$ cat src/rtl/sha256_pkg.sv
// rtl/sha256_pkg.sv - shared types and constants for the sha256 front-end
package sha256_pkg;

    typedef enum logic [2:0] {
        IDLE,
        FILL,
        PAD,
        SEND,
        WAIT
    } padder_state_t;

    localparam int         BLK_BYTES = 64;
    localparam int         LEN_OFS   = 56;
    localparam logic [7:0] PAD_MARK  = 8'h80;

endpackage

$ cat src/rtl/sha256_padder.sv
// rtl/sha256_padder.sv - byte stream to padded 512-bit SHA-256 blocks
module sha256_padder
    import sha256_pkg::*;
#(
    parameter int LEN_W = 64
) (
    input  logic         clk_i,
    input  logic         rstn_i,
    input  logic [7:0]   data_i,
    input  logic         data_vld_i,
    input  logic         data_last_i,
    output logic         data_rdy_o,
    output logic [511:0] blk_o,
    output logic         blk_vld_o,
    output logic         blk_first_o,
    output logic         blk_last_o,
    input  logic         blk_done_i,
    output logic         msg_done_o,
    output logic         busy_o
);

    padder_state_t state_q, state_d;

    logic [7:0]       blk_buf [BLK_BYTES];
    logic [5:0]       idx_q;
    logic [LEN_W-4:0] len_q;
    logic             one_done_q, first_q, open_q;
    logic             rdy_q, vld_q, first_o_q, last_o_q, msg_done_q;

    logic             accept, send_last, last_idx, len_slot;
    logic [LEN_W-1:0] bit_len;

    assign accept   = data_vld_i & rdy_q;
    assign last_idx = (idx_q == 6'(BLK_BYTES - 1));
    assign len_slot = one_done_q && (idx_q == 6'(LEN_OFS));
    // Byte count times eight; wraps naturally at LEN_W bits.
    assign bit_len  = {len_q, 3'b000};

    always_ff @(posedge clk_i) begin
        if (!rstn_i) state_q <= IDLE;
        else         state_q <= state_d;
    end

    always_comb begin
        state_d   = state_q;
        send_last = 1'b0;
        case (state_q)
            IDLE: if (accept) state_d = data_last_i ? PAD : FILL;
            FILL: if (accept) begin
                if (last_idx)         state_d = SEND;
                else if (data_last_i) state_d = PAD;
            end
            PAD: begin
                if (len_slot) begin
                    state_d   = SEND;
                    send_last = 1'b1;
                end else if (last_idx) begin
                    state_d = SEND;
                end
            end
            SEND: state_d = WAIT;
            WAIT: if (blk_done_i) state_d = last_o_q ? IDLE : (open_q ? FILL : PAD);
            default: state_d = IDLE;
        endcase
    end

    always_ff @(posedge clk_i) begin
        if (!rstn_i) begin
            for (int k = 0; k < BLK_BYTES; k++) blk_buf[k] <= 8'h00;
            idx_q      <= '0;
            len_q      <= '0;
            one_done_q <= 1'b0;
            first_q    <= 1'b0;
            open_q     <= 1'b0;
            rdy_q      <= 1'b0;
            vld_q      <= 1'b0;
            first_o_q  <= 1'b0;
            last_o_q   <= 1'b0;
            msg_done_q <= 1'b0;
        end else begin
            // Ready is registered from the next state so it drops with reset.
            rdy_q      <= (state_d == IDLE) || (state_d == FILL);
            vld_q      <= (state_d == SEND);
            msg_done_q <= 1'b0;
            if (state_d == SEND) begin
                first_o_q <= first_q;
                last_o_q  <= send_last;
            end
            case (state_q)
                IDLE: if (accept) begin
                    blk_buf[0] <= data_i;
                    idx_q      <= 6'd1;
                    len_q      <= (LEN_W-3)'(1);
                    first_q    <= 1'b1;
                    one_done_q <= 1'b0;
                    open_q     <= ~data_last_i;
                end
                FILL: if (accept) begin
                    blk_buf[idx_q] <= data_i;
                    idx_q          <= idx_q + 6'd1;
                    len_q          <= len_q + (LEN_W-3)'(1);
                    if (data_last_i) open_q <= 1'b0;
                end
                PAD: begin
                    if (len_slot) begin
                        for (int k = 0; k < 8; k++)
                            blk_buf[LEN_OFS + k] <= bit_len[8*(7-k) +: 8];
                    end else begin
                        blk_buf[idx_q] <= one_done_q ? 8'h00 : PAD_MARK;
                        one_done_q     <= 1'b1;
                        idx_q          <= idx_q + 6'd1;
                    end
                end
                WAIT: if (blk_done_i) begin
                    first_q    <= 1'b0;
                    idx_q      <= '0;
                    msg_done_q <= last_o_q;
                end
                default: ;
            endcase
        end
    end

    always_comb begin
        blk_o = '0;
        for (int b = 0; b < BLK_BYTES; b++)
            blk_o[32*(b/4) + 8*(3 - (b%4)) +: 8] = blk_buf[b];
    end

    assign data_rdy_o  = rdy_q;
    assign blk_vld_o   = vld_q;
    assign blk_first_o = first_o_q;
    assign blk_last_o  = last_o_q;
    assign msg_done_o  = msg_done_q;
    assign busy_o      = (state_q != IDLE);

endmodule

$ cat config.mk
export PLATFORM = sky130hd
export DESIGN_NAME = sha256_padder
export DESIGN_NICKNAME = d
export VERILOG_FILES = /design/src/rtl/sha256_pkg.sv /design/src/rtl/sha256_padder.sv
export SDC_FILE = /design/constraint.sdc
export NUM_CORES = 1
export LEC_CHECK = 0
export BUFFER_PORTS_ARGS = -buffer_cell sky130_fd_sc_hd__buf_2
export CORE_ASPECT_RATIO = 1.1
export CORE_MARGIN = 4
export CORE_UTILIZATION = 45
export DETAILED_ROUTE_END_ITERATION = 10
export PLACE_DENSITY = 0.69
export REMOVE_ABC_BUFFERS = 1
export SLEW_MARGIN = 20
export SYNTH_ARGS = -nofsm -noshare
export SYNTH_HDL_FRONTEND = slang
export SYNTH_SLANG_ARGS = --single-unit
$ cat constraint.sdc
create_clock -name clk_i -period 3.4 [get_ports clk_i]
set_input_delay 1.02 -clock clk_i [delete_from_list [all_inputs] [get_ports clk_i]]
set_output_delay 1.02 -clock clk_i [all_outputs]
set_load 0.02 [all_outputs]
Word-level counts from Yosys, hierarchy flattened
Memory sizes are Yosys's and may differ from the RTL's.
Cells that the tools add are included.

storage, ports and cells
  flip-flop bits (word level) = 78
  RAM bits = 512
  input port bits = 13
  output and inout bits = 518
  logic and storage cells = 114
  memories = 1

memory list
  name     words  width  rd ports  clocked after memory_dff  wr ports  line                 source
  blk_buf  64     8      64        0                         64        sha256_padder.sv:24  logic [7:0] blk_buf [BLK_BYTES];

cells by class
  $add $sub $neg = 2
  equality and inequality tests = 13
  muxes and demuxes = 59
  bitwise gates (word level) = 12
  reductions and logical operators = 16

operators by type and width
  kind                                                 number
  two-way mux 61 bit                                   2
  case mux 61 bit (2 select lines)                     1
  two-way mux 8 bit                                    12
  adder 61 x 1 -> 61 bit, second input constant        1
  two-way mux 6 bit                                    5
  two-way mux 1 bit                                    24
  case mux 6 bit (4 select lines)                      1
  two-way mux 3 bit                                    7
  case mux 3 bit (5 select lines)                      1
  equality test 6 bit, second input constant           2
  AND reduction 3 bit                                  4
  inequality test 2 bit, second input constant         5
  bitwise OR 1 bit                                     10
  equality test 3 x 2 -> 1 bit, second input constant  3
  OR reduction 8 bit                                   1
  adder 6 x 1 -> 6 bit, second input constant          1
  equality test 3 x 1 -> 1 bit, second input constant  2
  zero test 3 bit                                      2
  two-way mux 2 bit                                    3
  case mux 1 bit (2 select lines)                      3
  nonzero test 2 bit                                   3
  AND reduction 5 bit                                  1
  AND reduction 4 bit                                  1
  nonzero test 4 bit                                   1
  6 further kinds                                      6

Depth between registers and ports, before layout
  word-level depth = 9
  mapped depth = 10
  depth with buffers taken out = 7

Worst setup path before layout
No wires, ideal clock.

  path type = input-to-reg
  start = input port data_vld_i
  end = memory blk_buf[60][0] (enable)
  library setup time = 0.334 ns
  data arrival time = 2.694 ns
  required time = 3.066 ns
  slack = 0.372 ns
  stages on the path = 7
  buffers on the path = 2
  path through = and4bb_1 buf_4 a21oi_1 nor4_2 and2_1 clkbuf_1 nand2b_1

RTL lines
  item                line                 source
  start: declaration  sha256_padder.sv:10  input logic data_vld_i,
  end: declaration    sha256_padder.sv:24

==> results.md <==
- Count of standard-cell rows: 86
- Largest net degree at the start of global routing: 73
- Final clock skew: 17.8 ps
- Number of failing setup endpoints in the final timing report: 0
- Number of buffers added by the clock tree synthesis step: 56
- Slew of the pin with the lowest slew margin: 979 ps
- Mapped Area: 0.0228 mm^2
- Clock network latency to the later pin of the worst-skew pair: 600 ps
- Full die area: 0.0543 mm^2
- FMAX: 0.334 GHz
- Multi-input logic area: 0.00542 mm^2
- Post-route standard cell area excluding fillers: 0.0285 mm^2
- Drt first pass iters: 6
- Synthesis-to-finish area growth: 25.0%
- Placer congestion estimate: 0.872
- Cell class contributing the biggest share of worst-path delay: compound AO/OA/AOI/OAI gates
- Outcome: finished, final reports clean
- Vias per Instance: 5.49
- Post-synth EDFFs: 512
- Reported max-cap violation count: 0
- Count of antenna-violating nets left after detailed routing: 0
- Number of setup buffers added after CTS: 0
- Post-CTS Hold Buffers: 0
- Proportion of layout cells with a drive suffix above 1: 30.8%
- Power per standard cell area: 557 mW/mm^2
- Critical path class: reg2reg
- Category of the worst setup path launch point: register
- Endpoint with the worst hold slack: first_q
- Critical Path Max Stage Delay: 730 ps
- Share of the synthesized area in the top cell type: 67.5%
- Max-slew violation count: 0
- Required time reported for the critical path endpoint: 3660 ps
- Share of the cycle needed by the critical path after routing: 88.1%
- Min-Delay Startpoint: first_q
- Yosys warnings: 0
- Via count of the first global-routing pass: 16100
- Post-DP HPWL: 51400 um
- Number of levels in the clock H-tree: 2
- # port buffers: 530
- Number of cells traversed by the worst hold path: 2
- Number of cells in the finished layout apart from fillers: 3051
- Fillers: 4080
- Routed wire per std cell: 23.7 um
- Antenna violations before repair: 3
- Most used flip-flop cell after synthesis: sky130_fd_sc_hd__edfxtp_1
- Buf+Inv Stages, Crit Path: 2
- Fin nets: 2358
- CTS tree: done
- Num ports: 531
- Post-CTS clock slew at the launch and capture registers of the worst setup and hold paths: 60 ps
- Number of sinks on the clock net: 590
- FF-to-FF setup slack: 400 ps
- Rel. slew slack: 34.3%
- Worst flop-to-flop path endpoint: blk_buf[33][3]
- Register area: 0.0169 mm^2
- Final min period: 3000 ps
- Library cell occupying the most area in the post-synthesis netlist: sky130_fd_sc_hd__edfxtp_1
- Die Ht: 244 um
- Post-detailed-route DRC marker count: 0
- Synth Register Bits: 590
- Register-to-Register Path Depth: 8
- Clock buffer depth: 3
- Die extent in x: 223 um
- Global route total overflow: 0
- First-pass GRT wire length: 105000 um
- Most frequent cell after synthesis: sky130_fd_sc_hd__edfxtp_1
- Total cell area at the placement stage: 0.0266 mm^2
- Reg-to-reg critical path startpoint: idx_q[0]
- Number of hold violations in the final report: 0
- Mean post-synth cell area: 12.7 um^2
- Unrepaired setup endpoints after global routing: no
- Biggest fanout along the worst timing path: 9
- Aggregate routed wire length: 72400 um
- Total Neg Setup Slack: 0 ps
- GR Util All Layers: 25.6%
- Data arrival time at the worst-slack endpoint: 3260 ps
- DR vias: 16800
- Share of synthesized area occupied by flip-flops and latches: 74.3%
- Post-route worst hold slack: 466 ps
- Ordered list of cells on the worst path: clkinv_1, ha_1, nand3b_1, o21ai_2, a2111oi_4, buf_4, nand2_2, nand2_1
- Buffer type at the clock tree root: sky130_fd_sc_hd__clkbuf_16
- CP endpoint kind: register
- Effective utilization at floorplan: 45.4%
- Post-layout power: 15.9 mW
- Max VDD drop: 393 uV
- Inst Count DP: 2944
- Worst min path class: reg2reg
- Static leakage: 11.2 nW
- Number of cells upsized or downsized after cts: 0
- Most common library cells after synthesis: sky130_fd_sc_hd__edfxtp_1 (512), sky130_fd_sc_hd__nor2_1 (481), sky130_fd_sc_hd__nand2_1 (188)
- Master of the slowest instance on the critical path: sky130_fd_sc_hd__a2111oi_4
- Core region area: 0.0501 mm^2
- Unique cell type count in the Yosys netlist: 60
- Leading cell types by total area after synthesis: sky130_fd_sc_hd__edfxtp_1 (67%), sky130_fd_sc_hd__nor2_1 (7.9%), sky130_fd_sc_hd__dfxtp_1 (6.9%), sky130_fd_sc_hd__nand2_1 (3.1%), sky130_fd_sc_hd__a22o_1 (1.5%)
- Synthesized instance count: 1789
- Async SR Flop Fraction: 0%
- Starting DRT DRC Count: 1532
logic make-up after synthesis:
group / synth area share, %
and+or+nand+nor: 16.8
DFF: 74.3
AOI/OAI and AO/OA: 5.29
buffers and inverters: 2.09
muxes: 0.934
xor gates and xnor gates: 0.346
adders and majority gates: 0.165
placed cells by master (no fill, tap or decap), types with 19 or more instances in the layout:
| cell type | count |
|---|---|
| sky130_fd_sc_hd__a22o_1 | 40 |
| sky130_fd_sc_hd__nand2_1 | 181 |
| sky130_fd_sc_hd__clkbuf_16 | 56 |
| sky130_fd_sc_hd__nand2_2 | 23 |
| sky130_fd_sc_hd__nor2_1 | 481 |
| sky130_fd_sc_hd__nand3_1 | 35 |
| sky130_fd_sc_hd__nor3_1 | 27 |
| sky130_fd_sc_hd__edfxtp_1 | 512 |
| sky130_fd_sc_hd__nand4_1 | 24 |
| sky130_fd_sc_hd__and2_1 | 20 |
| sky130_fd_sc_hd__dfxtp_1 | 78 |
| sky130_fd_sc_hd__a21oi_1 | 26 |
| sky130_fd_sc_hd__mux2i_1 | 19 |
| sky130_fd_sc_hd__o21ai_0 | 37 |
| sky130_fd_sc_hd__buf_2 | 529 |
| sky130_fd_sc_hd__nand2b_1 | 20 |
| sky130_fd_sc_hd__buf_4 | 57 |
routing by layer:
| layer | GRT usage [%] | vias up | wire [um] |
|---|---|---|---|
| li1 | - | 7471 | - |
| met1 | 31.2 | 8124 | 25500 |
| met2 | 44.1 | 986 | 36000 |
| met3 | 6.19 | 177 | 7390 |
| met4 | 10.6 | 0 | 3410 |
| met5 | 0 | - | 0 |
worst register-to-register path, delay by kind of cell (launching register included):
kind                       cells  cell delay (ps)
AOI/OAI and AO/OA              2              920
adders and majority gates      1              240
buffers and inverters          2              420
DFF                            1              510
and+or+nand+nor                3              580
report_power, final:
part           switching, mW  total, mW  internal [mW]
Combinational           1.00       1.30          0.302
Sequential             0.124       8.26           8.14
Clock                   2.66       6.29           3.63
layout make-up:
class / instances / area share, %
diodes: 3 / 0.0264
clock buffers: 69 / 5.20
clock inverters: 35 / 1.33
inverters: 18 / 0.237
multi-input cells: 1076 / 19.0
flip-flops and latches: 590 / 59.5
well taps: 660 / 2.90
repair buffers: 600 / 11.8
flip-flops by register name, indices dropped and copies added, names as in the netlist:
register     count
len_q           61
blk_vld_o        1
blk_last_o       1
state_q          3
data_rdy_o       1
one_done_q       1
blk_first_o      1
first_q          1
open_q           1
blk_buf        512
msg_done_o       1
idx_q            6
worst max path at each step:
| stage | slack (ps) | end | depth (start not counted) | from |
|---|---|---|---|---|
| finish | 400 | blk_buf[33][3] | 8 | idx_q[0] |
| global route | 180 | blk_buf[57][3] | 8 | idx_q[0] |
| CTS | 350 | blk_buf[33][3] | 8 | idx_q[0] |
| detailed placement | 60 | blk_buf[57][4] | 7 | data_vld_i |
| global placement | 100 | blk_buf[1][6] | 7 | data_vld_i |
| floorplan | -1300 | blk_buf[58][0] | 3 | rstn_i |
metrics by stage:
stage,worst slack [ps],utilization [%]
2_1_floorplan,-1300,-
3_3_place_gp,104,53.1
3_5_place_dp,62.0,53.1
4_1_cts,345,56.8
5_1_grt,176,56.8
6_report,404,56.8
(Power assumes the default switching activity.)
